--- src/rtl/alu_pkg.sv ---
// Shared opcode, flag and FSM encodings for the ALU issue controller.
// The top controller and the register file both import this package.
package alu_pkg;

    localparam int ALU_DATA_W = 16;
    localparam int ALU_NREGS  = 16;
    localparam int FLAG_W     = 5;

    // OpHi values: register forms and immediate forms
    localparam logic [3:0] OPHI_REG   = 4'b0000;
    localparam logic [3:0] OPHI_ADDI  = 4'b0101;
    localparam logic [3:0] OPHI_ADDUI = 4'b0110;
    localparam logic [3:0] OPHI_ADDCI = 4'b0111;
    localparam logic [3:0] OPHI_REG2  = 4'b1000;
    localparam logic [3:0] OPHI_SUBI  = 4'b1001;
    localparam logic [3:0] OPHI_CMPI  = 4'b1011;

    // OpExt values
    localparam logic [3:0] OPX_LSHI  = 4'b0000;
    localparam logic [3:0] OPX_AND   = 4'b0001;
    localparam logic [3:0] OPX_OR    = 4'b0010;
    localparam logic [3:0] OPX_XOR   = 4'b0011;
    localparam logic [3:0] OPX_NOT   = 4'b0100;
    localparam logic [3:0] OPX_LSH   = 4'b0100;
    localparam logic [3:0] OPX_ADD   = 4'b0101;
    localparam logic [3:0] OPX_ADDU  = 4'b0110;
    localparam logic [3:0] OPX_ADDC  = 4'b0111;
    localparam logic [3:0] OPX_ADDCU = 4'b1000;
    localparam logic [3:0] OPX_SUB   = 4'b1001;
    localparam logic [3:0] OPX_CMP   = 4'b1011;
    localparam logic [3:0] OPX_CMPU  = 4'b1111;

    // Flag bit positions inside {Z,C,F,N,L}
    localparam int FLAG_Z = 4;
    localparam int FLAG_C = 3;
    localparam int FLAG_F = 2;
    localparam int FLAG_N = 1;
    localparam int FLAG_L = 0;

    localparam logic [1:0] ST_IDLE = 2'd0;
    localparam logic [1:0] ST_READ = 2'd1;
    localparam logic [1:0] ST_EXEC = 2'd2;
    localparam logic [1:0] ST_WB   = 2'd3;

    function automatic logic is_reg_form(input logic [3:0] ophi);
        return (ophi == OPHI_REG) || (ophi == OPHI_REG2);
    endfunction

    function automatic logic is_imm_form(input logic [3:0] ophi);
        return (ophi == OPHI_ADDI) || (ophi == OPHI_ADDUI) || (ophi == OPHI_ADDCI) ||
               (ophi == OPHI_SUBI) || (ophi == OPHI_CMPI);
    endfunction

    function automatic logic is_compare(input logic [3:0] ophi, input logic [3:0] opext);
        return ((ophi == OPHI_REG) && ((opext == OPX_CMP) || (opext == OPX_CMPU))) ||
               (ophi == OPHI_CMPI);
    endfunction

endpackage

--- src/rtl/alu_regfile.sv ---
// General-purpose register file: two async operand reads, one async debug
// read, one synchronous write port, all registers cleared by reset.
module alu_regfile
    import alu_pkg::*;
#(
    parameter int DATA_W = ALU_DATA_W,
    parameter int NREGS  = ALU_NREGS,
    parameter int AW     = $clog2(NREGS)
) (
    input  logic              clk,
    input  logic              rst_n,
    input  logic [AW-1:0]     ra_addr,
    output logic [DATA_W-1:0] ra_data,
    input  logic [AW-1:0]     rb_addr,
    output logic [DATA_W-1:0] rb_data,
    input  logic [AW-1:0]     dbg_addr,
    output logic [DATA_W-1:0] dbg_data,
    input  logic              we,
    input  logic [AW-1:0]     wa,
    input  logic [DATA_W-1:0] wd
);

    logic [DATA_W-1:0] regs_reg [NREGS];
    logic [NREGS-1:0]  wsel;

    generate
        for (genvar gi = 0; gi < NREGS; gi++) begin : g_wsel
            assign wsel[gi] = we && (wa == AW'(gi));
        end
    endgenerate

    always_ff @(posedge clk or negedge rst_n) begin
        if (!rst_n) begin
            for (int i = 0; i < NREGS; i++) begin
                regs_reg[i] <= '0;
            end
        end else begin
            for (int i = 0; i < NREGS; i++) begin
                if (wsel[i]) begin
                    regs_reg[i] <= wd;
                end
            end
        end
    end

    assign ra_data  = regs_reg[ra_addr];
    assign rb_data  = regs_reg[rb_addr];
    assign dbg_data = regs_reg[dbg_addr];

endmodule

--- src/rtl/alu_issue_ctrl.sv ---
// Non-pipelined issue controller for the external ALU: accept, read operands,
// execute, write back. One instruction every four cycles.
module alu_issue_ctrl
    import alu_pkg::*;
#(
    parameter int DATA_W = ALU_DATA_W,
    parameter int NREGS  = ALU_NREGS
) (
    input  logic              clk,
    input  logic              rst_n,
    input  logic              in_valid,
    output logic              in_ready,
    input  logic [15:0]       in_inst,
    output logic [7:0]        alu_op,
    output logic [DATA_W-1:0] alu_a,
    output logic [DATA_W-1:0] alu_b,
    input  logic [DATA_W-1:0] alu_c,
    input  logic [FLAG_W-1:0] alu_flags,
    output logic [FLAG_W-1:0] psr,
    output logic              done,
    output logic              err,
    input  logic [3:0]        dbg_addr,
    output logic [DATA_W-1:0] dbg_data
);

    localparam int AW = $clog2(NREGS);

    logic [1:0]        state_reg, state_next;
    logic [15:0]       inst_reg;
    logic              bad_reg;
    logic [7:0]        alu_op_reg;
    logic [DATA_W-1:0] alu_a_reg, alu_b_reg;
    logic [DATA_W-1:0] c_reg;
    logic [FLAG_W-1:0] flags_reg;
    logic [FLAG_W-1:0] psr_reg;
    logic              done_reg, err_reg;

    logic [3:0]        ophi, opext;
    logic [AW-1:0]     rd_addr, rs_addr;
    logic [DATA_W-1:0] rd_data, rs_data, imm_ext;
    logic              rf_we;

    assign ophi    = inst_reg[15:12];
    assign opext   = inst_reg[7:4];
    assign rd_addr = inst_reg[8 +: AW];
    assign rs_addr = inst_reg[0 +: AW];
    assign imm_ext = {{(DATA_W-8){inst_reg[7]}}, inst_reg[7:0]};

    // Compares only update the status flags, never a register.
    assign rf_we = (state_reg == ST_WB) && !bad_reg && !is_compare(ophi, opext);

    alu_regfile #(
        .DATA_W (DATA_W),
        .NREGS  (NREGS)
    ) u_regfile (
        .clk      (clk),
        .rst_n    (rst_n),
        .ra_addr  (rd_addr),
        .ra_data  (rd_data),
        .rb_addr  (rs_addr),
        .rb_data  (rs_data),
        .dbg_addr (dbg_addr[AW-1:0]),
        .dbg_data (dbg_data),
        .we       (rf_we),
        .wa       (rd_addr),
        .wd       (c_reg)
    );

    always_comb begin
        state_next = state_reg;
        case (state_reg)
            ST_IDLE: if (in_valid) state_next = ST_READ;
            ST_READ: state_next = ST_EXEC;
            ST_EXEC: state_next = ST_WB;
            default: state_next = ST_IDLE;
        endcase
    end

    always_ff @(posedge clk or negedge rst_n) begin
        if (!rst_n) begin
            state_reg  <= ST_IDLE;
            inst_reg   <= '0;
            bad_reg    <= 1'b0;
            alu_op_reg <= '0;
            alu_a_reg  <= '0;
            alu_b_reg  <= '0;
            c_reg      <= '0;
            flags_reg  <= '0;
            psr_reg    <= '0;
            done_reg   <= 1'b0;
            err_reg    <= 1'b0;
        end else begin
            state_reg <= state_next;
            // done/err are registered so they are high exactly during WB
            done_reg  <= (state_reg == ST_EXEC);
            err_reg   <= (state_reg == ST_EXEC) && bad_reg;
            case (state_reg)
                ST_IDLE: begin
                    if (in_valid) inst_reg <= in_inst;
                end
                ST_READ: begin
                    alu_op_reg <= {ophi, opext};
                    alu_a_reg  <= rd_data;
                    alu_b_reg  <= is_imm_form(ophi) ? imm_ext : rs_data;
                    bad_reg    <= !(is_reg_form(ophi) || is_imm_form(ophi));
                end
                ST_EXEC: begin
                    c_reg     <= alu_c;
                    flags_reg <= alu_flags;
                end
                default: begin
                    if (!bad_reg) psr_reg <= flags_reg;
                end
            endcase
        end
    end

    assign in_ready = (state_reg == ST_IDLE);
    assign alu_op   = alu_op_reg;
    assign alu_a    = alu_a_reg;
    assign alu_b    = alu_b_reg;
    assign psr      = psr_reg;
    assign done     = done_reg;
    assign err      = err_reg;

endmodule

--- config.mk ---
export PLATFORM = sky130hd
export DESIGN_NAME = alu_issue_ctrl
export DESIGN_NICKNAME = d
export VERILOG_FILES = /design/src/rtl/alu_pkg.sv /design/src/rtl/alu_regfile.sv /design/src/rtl/alu_issue_ctrl.sv
export SDC_FILE = /design/constraint.sdc
export NUM_CORES = 1
export LEC_CHECK = 0
export CAP_MARGIN = 20
export CORE_MARGIN = 1
export CORE_UTILIZATION = 60
export DETAILED_ROUTE_END_ITERATION = 10
export HOLD_SLACK_MARGIN = 0.08
export PLACE_DENSITY = 0.8
export RECOVER_POWER = 100
export SLEW_MARGIN = 20
export SYNTH_ARGS = -nofsm -noshare
export SYNTH_HDL_FRONTEND = slang
export SYNTH_SLANG_ARGS = --single-unit
--- constraint.sdc ---
create_clock -name clk -period 4.5 [get_ports clk]
set_clock_uncertainty 0.05 [all_clocks]
set_input_delay 0.9 -clock clk [delete_from_list [all_inputs] [get_ports clk]]
set_output_delay 0.9 -clock clk [all_outputs]
set_load 0.01 [all_outputs]
==> report_table.html <==
<table>
<tr><th>Metric</th><th>Value</th></tr>
<tr><th colspan="2">Yosys</th></tr>
<tr><td>Top post-synthesis cells by area</td><td>dfrtp_1 44%, mux4_2 22%, mux2_2 14%</td></tr>
<tr><td>Number of synthesized flops with an enable pin</td><td>0</td></tr>
<tr><td>Post-synth top area share</td><td>44.3%</td></tr>
<tr><td>Async set-reset flop share out of synthesis</td><td>100%</td></tr>
<tr><td>Cell type contributing the most total cell area after synthesis</td><td>dfrtp_1</td></tr>
<tr><td>Count of synthesis-stage warnings from yosys</td><td>0</td></tr>
<tr><td>Cell count after synthesis</td><td>1,253</td></tr>
<tr><td>Netlist Area Pre-Place</td><td>0.0194 sq mm</td></tr>
<tr><td>Number of storage elements in the synthesis netlist</td><td>343</td></tr>
<tr><td>Count of cell types in the netlist</td><td>50</td></tr>
<tr><td>Synthesized area per cell</td><td>~15 sq um</td></tr>
<tr><td>Commonest register cell after synthesis</td><td>dfrtp_1</td></tr>
<tr><td>Fraction of the yosys area taken by sequential cells</td><td>around 44%</td></tr>
<tr><td>Syn nets</td><td>1,301</td></tr>
<tr><th colspan="2">Detailed routing</th></tr>
<tr><td>Average wire per standard cell</td><td>29.6 microns</td></tr>
<tr><td>Final WL</td><td>approximately 52,000 microns</td></tr>
<tr><td>Via count</td><td>12,600</td></tr>
<tr><td>Initial DRT Pass Iterations</td><td>5</td></tr>
<tr><td>Initial drt markers</td><td>1,433</td></tr>
<tr><td>Vias per cell</td><td>7.16</td></tr>
<tr><td>DRC violation count after routing</td><td>0</td></tr>
<tr><td>Antenna-violating nets left</td><td>0</td></tr>
<tr><th colspan="2">Global route</th></tr>
<tr><td>Wire length of the first global-routing pass</td><td>80,400 microns</td></tr>
<tr><td>GRT overflow</td><td>0</td></tr>
<tr><td>Via count of the first global-routing pass</td><td>13,000</td></tr>
<tr><td>Largest net degree at the start of global routing</td><td>105</td></tr>
<tr><td>Total global routing track utilization</td><td>about a third</td></tr>
<tr><td>Antenna violations before repair</td><td>0</td></tr>
<tr><th colspan="2">Layout</th></tr>
<tr><td>Post-route cell area</td><td>0.0216 sq mm</td></tr>
<tr><td>Most used cells in the layout excluding fill and tap cells</td><td>340 x dfrtp_1, 233 x mux2_2, 192 x mux4_2, 73 x mux2_1, 57 x nand2_1</td></tr>
<tr><td>Non-filler cells in the finished layout</td><td>1,758</td></tr>
<tr><td>Layout overhead on the synthesized area</td><td>11.6%</td></tr>
<tr><td>Nets</td><td>1,377</td></tr>
<tr><td>Post-route core utilization</td><td>between 60% and 70%</td></tr>
<tr><td>Layout cells sized above 1</td><td>about two fifths</td></tr>
<tr><td>Layout filler cell count</td><td>2,175</td></tr>
<tr><td>Most common cell after layout, fill and taps aside</td><td>dfrtp_1</td></tr>
<tr><td>Flip-flop count of the largest register after layout</td><td>256</td></tr>
<tr><td>Antenna diode instance count</td><td>0</td></tr>
<tr><th colspan="2">Placement</th></tr>
<tr><td>Count of port buffers added during placement</td><td>107</td></tr>
<tr><td>Hpwl dp</td><td>31,600 microns</td></tr>
<tr><td>Final weighted congestion in routability-driven placement</td><td>0.864</td></tr>
<tr><td>Placed Instance Area</td><td>between 0.02 and 0.025 sq mm</td></tr>
<tr><td>Instance count after placement with tap cells included</td><td>1,690</td></tr>
<tr><th colspan="2">Critical path</th></tr>
<tr><td>Largest fanout on the critical path</td><td>23</td></tr>
<tr><td>Critical setup path kind</td><td>primary input to primary output</td></tr>
<tr><td>Crit path capture type</td><td>primary output</td></tr>
<tr><td>Worst EP arrival</td><td>3.17 ns</td></tr>
<tr><td>Startpoint type of the worst setup path</td><td>primary input</td></tr>
<tr><td>Required time reported for the critical path endpoint</td><td>3.55 ns</td></tr>
<tr><th colspan="2">Clock tree</th></tr>
<tr><td>CTS tree</td><td>built</td></tr>
<tr><td>Root buffer cell</td><td>clkbuf_16</td></tr>
<tr><td>CTS Buf Count</td><td>39</td></tr>
<tr><td>Clock insertion delay at the later pin of the skew report</td><td>0.53 ns</td></tr>
<tr><td>CTS resizes</td><td>0</td></tr>
<tr><td>Setup Buffers After CTS</td><td>0</td></tr>
<tr><td>Hold buffers post-CTS</td><td>0</td></tr>
<tr><td>Total number of H-tree levels</td><td>2</td></tr>
<tr><td>Maximum clock insertion buffer count</td><td>3</td></tr>
<tr><td># clock sinks</td><td>around 340</td></tr>
<tr><td>Clock slew at the register clock pins of the worst setup and hold paths</td><td>0.06 ns</td></tr>
<tr><th colspan="2">Timing</th></tr>
<tr><td>Final sum of negative setup slack</td><td>0 ns</td></tr>
<tr><td>Final hold viol count</td><td>0</td></tr>
<tr><td>Minimum clock period</td><td>4.12 ns</td></tr>
<tr><td>F_max</td><td>243 MHz</td></tr>
<tr><td>Setup repair after global routing missed its margin</td><td>no</td></tr>
<tr><td>Relative slew slack</td><td>-78.2%</td></tr>
<tr><td>Setup Viol. Count Final</td><td>0</td></tr>
<tr><td>Fin crit share</td><td>between 90% and 100%</td></tr>
<tr><td>Transition time of the tightest slew-check pin</td><td>2.67 ns</td></tr>
<tr><td>Final Max Slew Viols</td><td>about 280</td></tr>
<tr><th colspan="2">Pwr</th></tr>
<tr><td>Worst supply voltage drop on vdd</td><td>roughly 0.43 mV</td></tr>
<tr><td>Total power consumption of the routed design</td><td>approximately 15 mW</td></tr>
<tr><td>Power per cell area</td><td>692 mW/mm^2</td></tr>
<tr><td>Leak</td><td>between 9 and 10 nW</td></tr>
<tr><th colspan="2">Die</th></tr>
<tr><td>Initial core utilization</td><td>between 60% and 70%</td></tr>
<tr><td>Num rows</td><td>65</td></tr>
<tr><td>Height of the die</td><td>between 150 and 200 microns</td></tr>
<tr><td>Area of the die</td><td>0.0330 sq mm</td></tr>
<tr><td>Floorplan die width</td><td>182 microns</td></tr>
<tr><td>Io pins</td><td>~110</td></tr>
<tr><td>Floorplan core area</td><td>0.0316 sq mm</td></tr>
<tr><th colspan="2">Flow run</th></tr>
<tr><td>Max-cap violations</td><td>11</td></tr>
<tr><th colspan="2">Status</th></tr>
<tr><td>Failing checks</td><td>max-capacitance violations, max-slew violations</td></tr>
<tr><td>Run status</td><td>finished with violations</td></tr>
<tr><th colspan="2">Min path</th></tr>
<tr><td>Worst min-delay path class</td><td>register to register</td></tr>
</table>
-- cells by family (layout without fill, tap and decap cells) --
logic type	after synthesis	after routing	synth area share [%]
multiplexers	560	560	45.0
flip-flops	343	343	44.3
AND/OR/NAND/NOR	141	141	3.97
buffers and inverters	117	220	2.90
AO/OA/AOI/OAI	88	88	3.54
adder cells (fa/ha/maj)	4	4	0.259
-- final timing paths --
kind	from	end	slack (ns)	cells after the start
setup / recovery	dbg_addr[0]	dbg_data[3]	0.38	5
min in group asynchronous	rst_n	u_regfile.regs_reg[169]	1.14	1
hold reg to reg	flags_reg[3]	psr[3]	0.41	2
setup reg to reg	inst_reg[9]	u_regfile.regs_reg[201]	0.39	4
max in group asynchronous	rst_n	alu_a[4]	1.20	2
hold / removal	flags_reg[3]	psr[3]	0.41	2
-- stage by stage --
stage	hold WS, ns	setup WS (ns)
4_1_cts	0.395	0.603
3_5_place_dp	0.404	0.619
3_3_place_gp	0.393	0.612
6_report	0.414	0.383
5_1_grt	0.430	0.277
2_1_floorplan	0.385	0.936
-- power breakdown --
group | switching (mW) | internal [mW] | leakage (nW)
clock | 1.26 | 1.92 | 0.630
sequential | 1.69 | 4.22 | 4.53
combinational | 2.54 | 3.30 | 4.31
-- layer usage --
layer / track usage [%] / vias up / share of wire, %
li1: - / 5072 / -
met5: 0 / - / 0
met1: 45.9 / 6607 / 40
met4: 13.1 / 0 / 4.0
met2: 52.1 / 756 / 48
met3: 4.89 / 156 / 8.3
-- worst max-delay path, stage by stage --
cell and delay [ns]:
buf_4 0.17, clkbuf_4 0.48, mux4_2 0.56, mux4_2 0.54, clkdlybuf4s50_1 0.51
-- final cells by class --
type,count,area [sq um],share of cell area [%]
flip-flops and latches,343,8590,39.8
clock buffers,60,1190,5.50
repair buffers,145,1350,6.24
inverters,7,26.3,0.122
multi-input cells,793,9850,45.6
clock inverters,8,92.6,0.429
well taps,402,503,2.33
-- synthesized netlist by cell type (2+ instances only) --
cell	instances
a221o_1	15
nand2b_1	5
and2_1	3
a22oi_1	20
inv_1	6
dfrtp_1	343
buf_6	8
a21o_1	12
nor3_1	17
nor2b_1	5
buf_4	5
mux4_2	192
nor2_1	21
nor3_2	4
mux2i_1	50
nand3_1	8
buf_1	15
and3_1	3
o21ai_0	3
nor3_4	7
a21oi_1	11
o41ai_1	4
nand2_1	57
buf_2	35
a31oi_1	7
or2_2	2
a211oi_1	3
mux2_2	238
o211ai_1	4
nand4b_1	2
mux2_4	80
clkbuf_1	47
ha_1	4
(Power assumes the default switching activity.)
